## config.mk

```make
export PLATFORM = sky130hd
export DESIGN_NAME = booth_r8_seq_mult
export DESIGN_NICKNAME = d
export VERILOG_FILES = /design/src/rtl/booth_seq_pkg.sv /design/src/rtl/booth_r8_digit_sel.sv /design/src/rtl/booth_r8_seq_mult.sv
export SDC_FILE = /design/constraint.sdc
export NUM_CORES = 1
export LEC_CHECK = 0
export CAP_MARGIN = 20
export CORE_ASPECT_RATIO = 0.8
export CORE_UTILIZATION = 50
export CTS_BUF_LIST = sky130_fd_sc_hd__clkbuf_4 sky130_fd_sc_hd__clkbuf_8
export CTS_CLUSTER_DIAMETER = 60
export DETAILED_ROUTE_END_ITERATION = 7
export PLACE_DENSITY = 0.72
export RECOVER_POWER = 25
export SYNTH_ARGS = -nofsm -noshare
export SYNTH_HDL_FRONTEND = slang
export SYNTH_HIERARCHICAL = 1
export SYNTH_SLANG_ARGS = --single-unit
export TNS_END_PERCENT = 1
```

## constraint.sdc

```tcl
create_clock -name clk -period 7.7 [get_ports clk]
set_input_delay 0.77 -clock clk [delete_from_list [all_inputs] [get_ports clk]]
set_output_delay 0.77 -clock clk [all_outputs]
set_load 0.005 [all_outputs]
```

## src/rtl/booth_seq_pkg.sv

```systemverilog
// booth_seq_pkg: shared FSM states, Booth window decode and sizing helpers for the radix-8 sequential multiplier
package booth_seq_pkg;
  typedef enum logic [1:0] {IDLE, RUN, DONE} state_t;
  localparam logic [3:0] WIN_ZERO = 4'b0000;
  localparam logic [3:0] WIN_ONES = 4'b1111;
  localparam logic [2:0] SEL_0 = 3'd0;
  localparam logic [2:0] SEL_1 = 3'd1;
  localparam logic [2:0] SEL_2 = 3'd2;
  localparam logic [2:0] SEL_3 = 3'd3;
  localparam logic [2:0] SEL_4 = 3'd4;
  typedef struct packed {
    logic       neg;
    logic [2:0] sel;
  } mult_sel_t;
  function automatic int digits(int w);
    return (w + 2) / 3;
  endfunction
  function automatic int acc_w(int w);
    return 2 * w + 3;
  endfunction
  // digit = -4*w3 + 2*w2 + w1 + w0, split into sign and magnitude 0..4
  function automatic mult_sel_t booth_sel(logic [3:0] w);
    logic [2:0] s;
    s = {1'b0, w[2], 1'b0} + {2'b0, w[1]} + {2'b0, w[0]};
    return '{neg: w[3] && s != SEL_4, sel: w[3] ? SEL_4 - s : s};
  endfunction
endpackage

```

## src/rtl/booth_r8_digit_sel.sv

```systemverilog
// booth_r8_digit_sel: maps a 4-bit Booth window to the signed multiple {0,+-1,+-2,+-3,+-4}*A
module booth_r8_digit_sel
  import booth_seq_pkg::*;
#(
  parameter int WIDTH = 16
) (
  input  logic [3:0]       win,
  input  logic [WIDTH-1:0] a,
  input  logic [WIDTH+2:0] a3,
  output logic [WIDTH+2:0] m
);
  mult_sel_t s;
  logic [WIDTH+2:0] ax, mag;
  always_comb begin
    s = booth_sel(win);
    ax = {{3{a[WIDTH-1]}}, a};
    mag = s.sel == SEL_1 ? ax :
          s.sel == SEL_2 ? ax << 1 :
          s.sel == SEL_3 ? a3 :
          s.sel == SEL_4 ? ax << 2 : '0;
    m = s.neg ? -mag : mag;
  end
endmodule

```

## src/rtl/booth_r8_seq_mult.sv

```systemverilog
// booth_r8_seq_mult: iterative radix-8 Booth multiplier, one digit per clock; define BOOTH_SEQ_ZERO_SKIP_EN to finish early once remaining digits are zero
module booth_r8_seq_mult
  import booth_seq_pkg::*;
#(
  parameter int WIDTH = 16
) (
  input  logic               clk,
  input  logic               rst_n,
  input  logic               in_valid,
  output logic               in_ready,
  input  logic [WIDTH-1:0]   in_a,
  input  logic [WIDTH-1:0]   in_b,
  output logic               out_valid,
  input  logic               out_ready,
  output logic [2*WIDTH-1:0] out_product,
  output logic               busy
);
  localparam int DG = digits(WIDTH);
  localparam int AW = acc_w(WIDTH);
  localparam int QW = WIDTH + 3;
  localparam int KW = $clog2(DG + 1);
  state_t state, state_n;
  logic [WIDTH-1:0] a_q;
  logic [QW-1:0] a3_q, m, q, q_sh, ax_in;
  logic [KW-1:0] k;
  logic [AW-1:0] acc, acc_n, m_ext;
  logic last;
  booth_r8_digit_sel #(.WIDTH(WIDTH)) u_sel (
    .win(q[3:0]),
    .a  (a_q),
    .a3 (a3_q),
    .m  (m)
  );
  assign ax_in = {{3{in_a[WIDTH-1]}}, in_a};
  assign q_sh  = $signed(q) >>> 3;
  assign m_ext = {{(AW-QW){m[QW-1]}}, m};
  assign acc_n = acc + (m_ext << (3 * k));
`ifdef BOOTH_SEQ_ZERO_SKIP_EN
  // all-equal shifted Q means every later window is 0000 or 1111
  assign last = k == KW'(DG - 1) || &q_sh || ~|q_sh;
`else
  assign last = k == KW'(DG - 1);
`endif
  always_ff @(posedge clk)
    if (!rst_n) state <= IDLE;
    else state <= state_n;
  always_comb
    state_n = state == IDLE ? (in_valid ? RUN : IDLE) :
              state == RUN  ? (last ? DONE : RUN) :
              (out_ready ? IDLE : DONE);
  always_comb begin
    in_ready  = state == IDLE;
    out_valid = state == DONE;
    busy      = state != IDLE;
  end
  always_ff @(posedge clk)
    if (!rst_n) begin
      a_q         <= '0;
      a3_q        <= '0;
      q           <= '0;
      k           <= '0;
      acc         <= '0;
      out_product <= '0;
    end else if (state == IDLE && in_valid) begin
      a_q  <= in_a;
      a3_q <= ax_in + (ax_in << 1);
      q    <= {{2{in_b[WIDTH-1]}}, in_b, 1'b0};
      k    <= '0;
      acc  <= '0;
    end else if (state == RUN) begin
      acc <= acc_n;
      q   <= q_sh;
      k   <= k + 1'b1;
      if (last) out_product <= acc_n[2*WIDTH-1:0];
    end
endmodule

```

==> results.md <==
* Final Hold Fails at 0
* Largest net degree at the start of global routing at 75
* Layout cells sized above 1 at 0.08797
* Antenna cells at 0
* Synth top area cells: dfxtp_1 (24%), a21oi_1 (7.9%), nand2_1 (7.4%)
* Combinational share of power at 0.367
* Die ar. at 20090 um2
* Detail Route Antenna Nets at 0
* Max Freq at 135.0 MHz
* Final #Nets at approximately 1400
* Syn. warnings at 6
* FFs w/ async S/R, synth at 0
* DRC at 0
* Failing checks: capacitance limit, slew limit
* # setup viols final at 0
* Finished layout cell area at 11080 um2
* Clock power share at 0.319
* Post-Place Worst Slack at 0.2867 ns
* Sequential power share at 0.313
* Ports at 71
* CTS max path bufs at 2
* Count of unique library cells instantiated by Yosys at between 90 and 100
* CP Capture Type: flip-flop
* Switching pwr at 0.8542 mW
* Maximum vdd drop at 94.33 uV
* Leakage at 4.283 nW
* Critical path required time at around 8.1 ns
* Fraction of power spent switching nets at 0.3955
* TritonRoute pass-1 iters at 5
* Slew margin rel. at -0.08106
* Clk pin slew, worst setup/hold paths at 0.09 ns
* CTS HTree Levels at 4
* CTS buffer count at 17
* Outcome: complete, but fails checks
* FF+latch area at roughly 2400 um2
* Setup Skew at 0.02144 ns
* Max_cap viols at 2
* Hold WC Path Type: reg2reg
* CP max stage delay at around 0.52 ns
* CTS root buf: clkbuf_8
* Register area share after synthesis at 0.2440
* Footprint of the multi-input gates at around 6900 um2
* Period utilization at 0.9621
* Total power at around 2.2 mW
* Die X-Extent at 158.2 um
* Synthesized Nets at 1388
* GRT Util Overall at 0.3290
* Fillers at 1852
* RSZ-0062 raised after global routing: yes
* CTS sink cnt at 119
* Slowest cell on crit path: mux4_2
* Min Tclk post-route at 7.408 ns
* Synth Instances at 1293
* Final count of pins violating max slew at 67
* GP Congestion at 1.005
* CTS tree: done
* Critical Path AT at 7.76 ns
* Via count at 10240
* Cell area after synthesis at 9763 um2
* Worst-path fanout max at 12
* Synth top area share at 0.2440
* Core Area at 19030 um2
* WL/cell at 20.52 um
* Final worst setup slack at 0.2921 ns
* Area added between synthesis and finish at 13.49%
* Die Ht at 127.0 um
* Initial antenna violation count at 0
* FF+latch count, synth at 119
* Initial core utilization at 0.5130
* Count leader, synth: nand2_1
* Via-per-instance ratio at 6.446
* Buf+Inv Stages, Crit Path at 0
* Top cell family by delay on the critical path: compound AO/OA/AOI/OAI gates
* Power per cell area at 194.9 nW/um2
* Synth cell count leaders: nand2_1 (193), a21oi_1 (154), dfxtp_1 (119)
* DRT Wirelength at 32590 um
* Crit path top cell by count: ha_1
* Post-synth top area cell: dfxtp_1
* Internal at 1.306 mW
* Final HPWL DP at 23850 um
* Worst Hold Margin at 0.4538 ns
* Ys flop type: dfxtp_1
* Worst path cell trace: ha_1 -> ha_1 -> nor2_2 -> ha_1 -> mux2_4 -> and3_1 -> o311a_1 -> nor3_1 -> nand3_1 -> nor4b_4 -> a21oi_1 -> xnor2_1 -> mux4_2 -> mux4_2 -> and2_1 -> ha_1 -> a21oi_1 -> o21ai_0 -> a211oi_1 -> nor3_2 -> o21ai_1 -> a2111oi_0 -> a311o_1
* Critical path class: reg2reg
* IO buf count at 70
* Slew @ Worst Pin at 1.622 ns
* Row count at 45
* Avg Inst Size Synth at 7.551 um2
* Vias in the first global route at 8876
* Clock Latency Late Sink at 0.46 ns
* Buffer count from post-CTS setup fixing at 0
* Critical path launch point type: flip-flop
* Post-placement cell area at 10590 um2
* Total grt overflow at 0
* DR iter-0 viols at around 1200
* First-pass GRT wire length at 50850 um
* EDFF count, synth at 0
## worst reg2reg max path: stages (launching register included)
cell	delay, ns
dfxtp_1	0.32
ha_1	0.19
ha_1	0.30
nor2_2	0.28
ha_1	0.45
mux2_4	0.38
and3_1	0.19
o311a_1	0.32
nor3_1	0.34
nand3_1	0.30
nor4b_4	0.44
a21oi_1	0.13
xnor2_1	0.19
mux4_2	0.52
mux4_2	0.52
and2_1	0.20
ha_1	0.39
a21oi_1	0.32
o21ai_0	0.26
a211oi_1	0.34
nor3_2	0.12
o21ai_1	0.27
a2111oi_0	0.15
a311o_1	0.36
## cells in the final DEF, fill, tap and decap left out, types with 14 or more instances in the layout
cell and count:
nand2_1 193, a21oi_1 153, dfxtp_1 119, nor2_1 86, o21ai_0 65, nand3_1 63
ha_1 56, clkdlybuf4s50_1 53, inv_1 26, nand4_1 25, xnor2_1 22, buf_4 22
nor2b_1 19, xor2_1 18, o21a_1 18, clkbuf_8 18, mux4_2 17, and3_1 17
dlygate4sd3_1 17, a22oi_1 16, a211oi_1 15, mux2i_1 14, or3_1 14
## metal layers
metal | GRT usage | share of wire
met2 | 0.4110 | 0.38
met5 | 0 | 0
met3 | 0.09023 | 0.13
met4 | 0.05204 | 0.0092
met1 | 0.5430 | 0.49
## timing repair
action	CTS	global route
hold buffers	0	0
resized for setup	0	12
setup endpoints to repair	0	35
## kinds of logic (layout without fill, tap and decap cells)
family,count (synthesis),in the layout,synth area share
and+or+nand+nor,503,503,0.2514
AOI/OAI and AO/OA,410,410,0.2694
DFF,119,119,0.2440
buffers and inverters,117,154,0.05075
adders and majority gates,59,59,0.07792
muxes,43,43,0.06805
xor gates and xnor gates,42,42,0.03845
## flip-flops by register name, summed over array words and instances, names as in the netlist
name         count
a_q             16
q               18
k                3
out_product     32
a3_q            16
acc             32
state            2
## power groups by stage
stage	combinational, mW	sequential (mW)	clock, mW
finish	0.793	0.677	0.690
global route	0.852	0.679	0.720
CTS	0.759	0.675	0.692
detailed placement	0.755	0.689	0
global placement	0.754	0.689	0
floorplan	0.558	0.675	0
## area by class of cell
cell class              instances  share of cell area
clock buffers                  18             0.02236
clock inverters                14             0.01886
inverters                      28            0.009485
multi-input cells            1057              0.6264
flip-flops and latches        119              0.2150
well taps                     258             0.02913
repair buffers                 94             0.07882
## path summary, 6_finish.rpt
kind / start / end / slack, ns / cells past startpoint
worst max-delay path: q[0]$_SDFFE_PP0P_ / out_product[28]$_SDFFE_PN0P_ / 0.29 / 23
worst min-delay path: out_product[6]$_SDFFE_PN0P_ / out_product[6]$_SDFFE_PN0P_ / 0.45 / 2
worst min register to register: out_product[6]$_SDFFE_PN0P_ / out_product[6]$_SDFFE_PN0P_ / 0.45 / 2
worst max register to register: q[0]$_SDFFE_PP0P_ / out_product[28]$_SDFFE_PN0P_ / 0.29 / 23
## through the flow
stage          TNS (ns)  utilization  instances
2_1_floorplan         0            -       1293
3_3_place_gp          0       0.5565       1556
3_5_place_dp          0       0.5565       1556
4_1_cts               0       0.5805       1588
5_1_grt        -0.04806       0.5822       1588
6_report              0       0.5822       1588
Note: power is estimated with default switching activity, not from simulation.
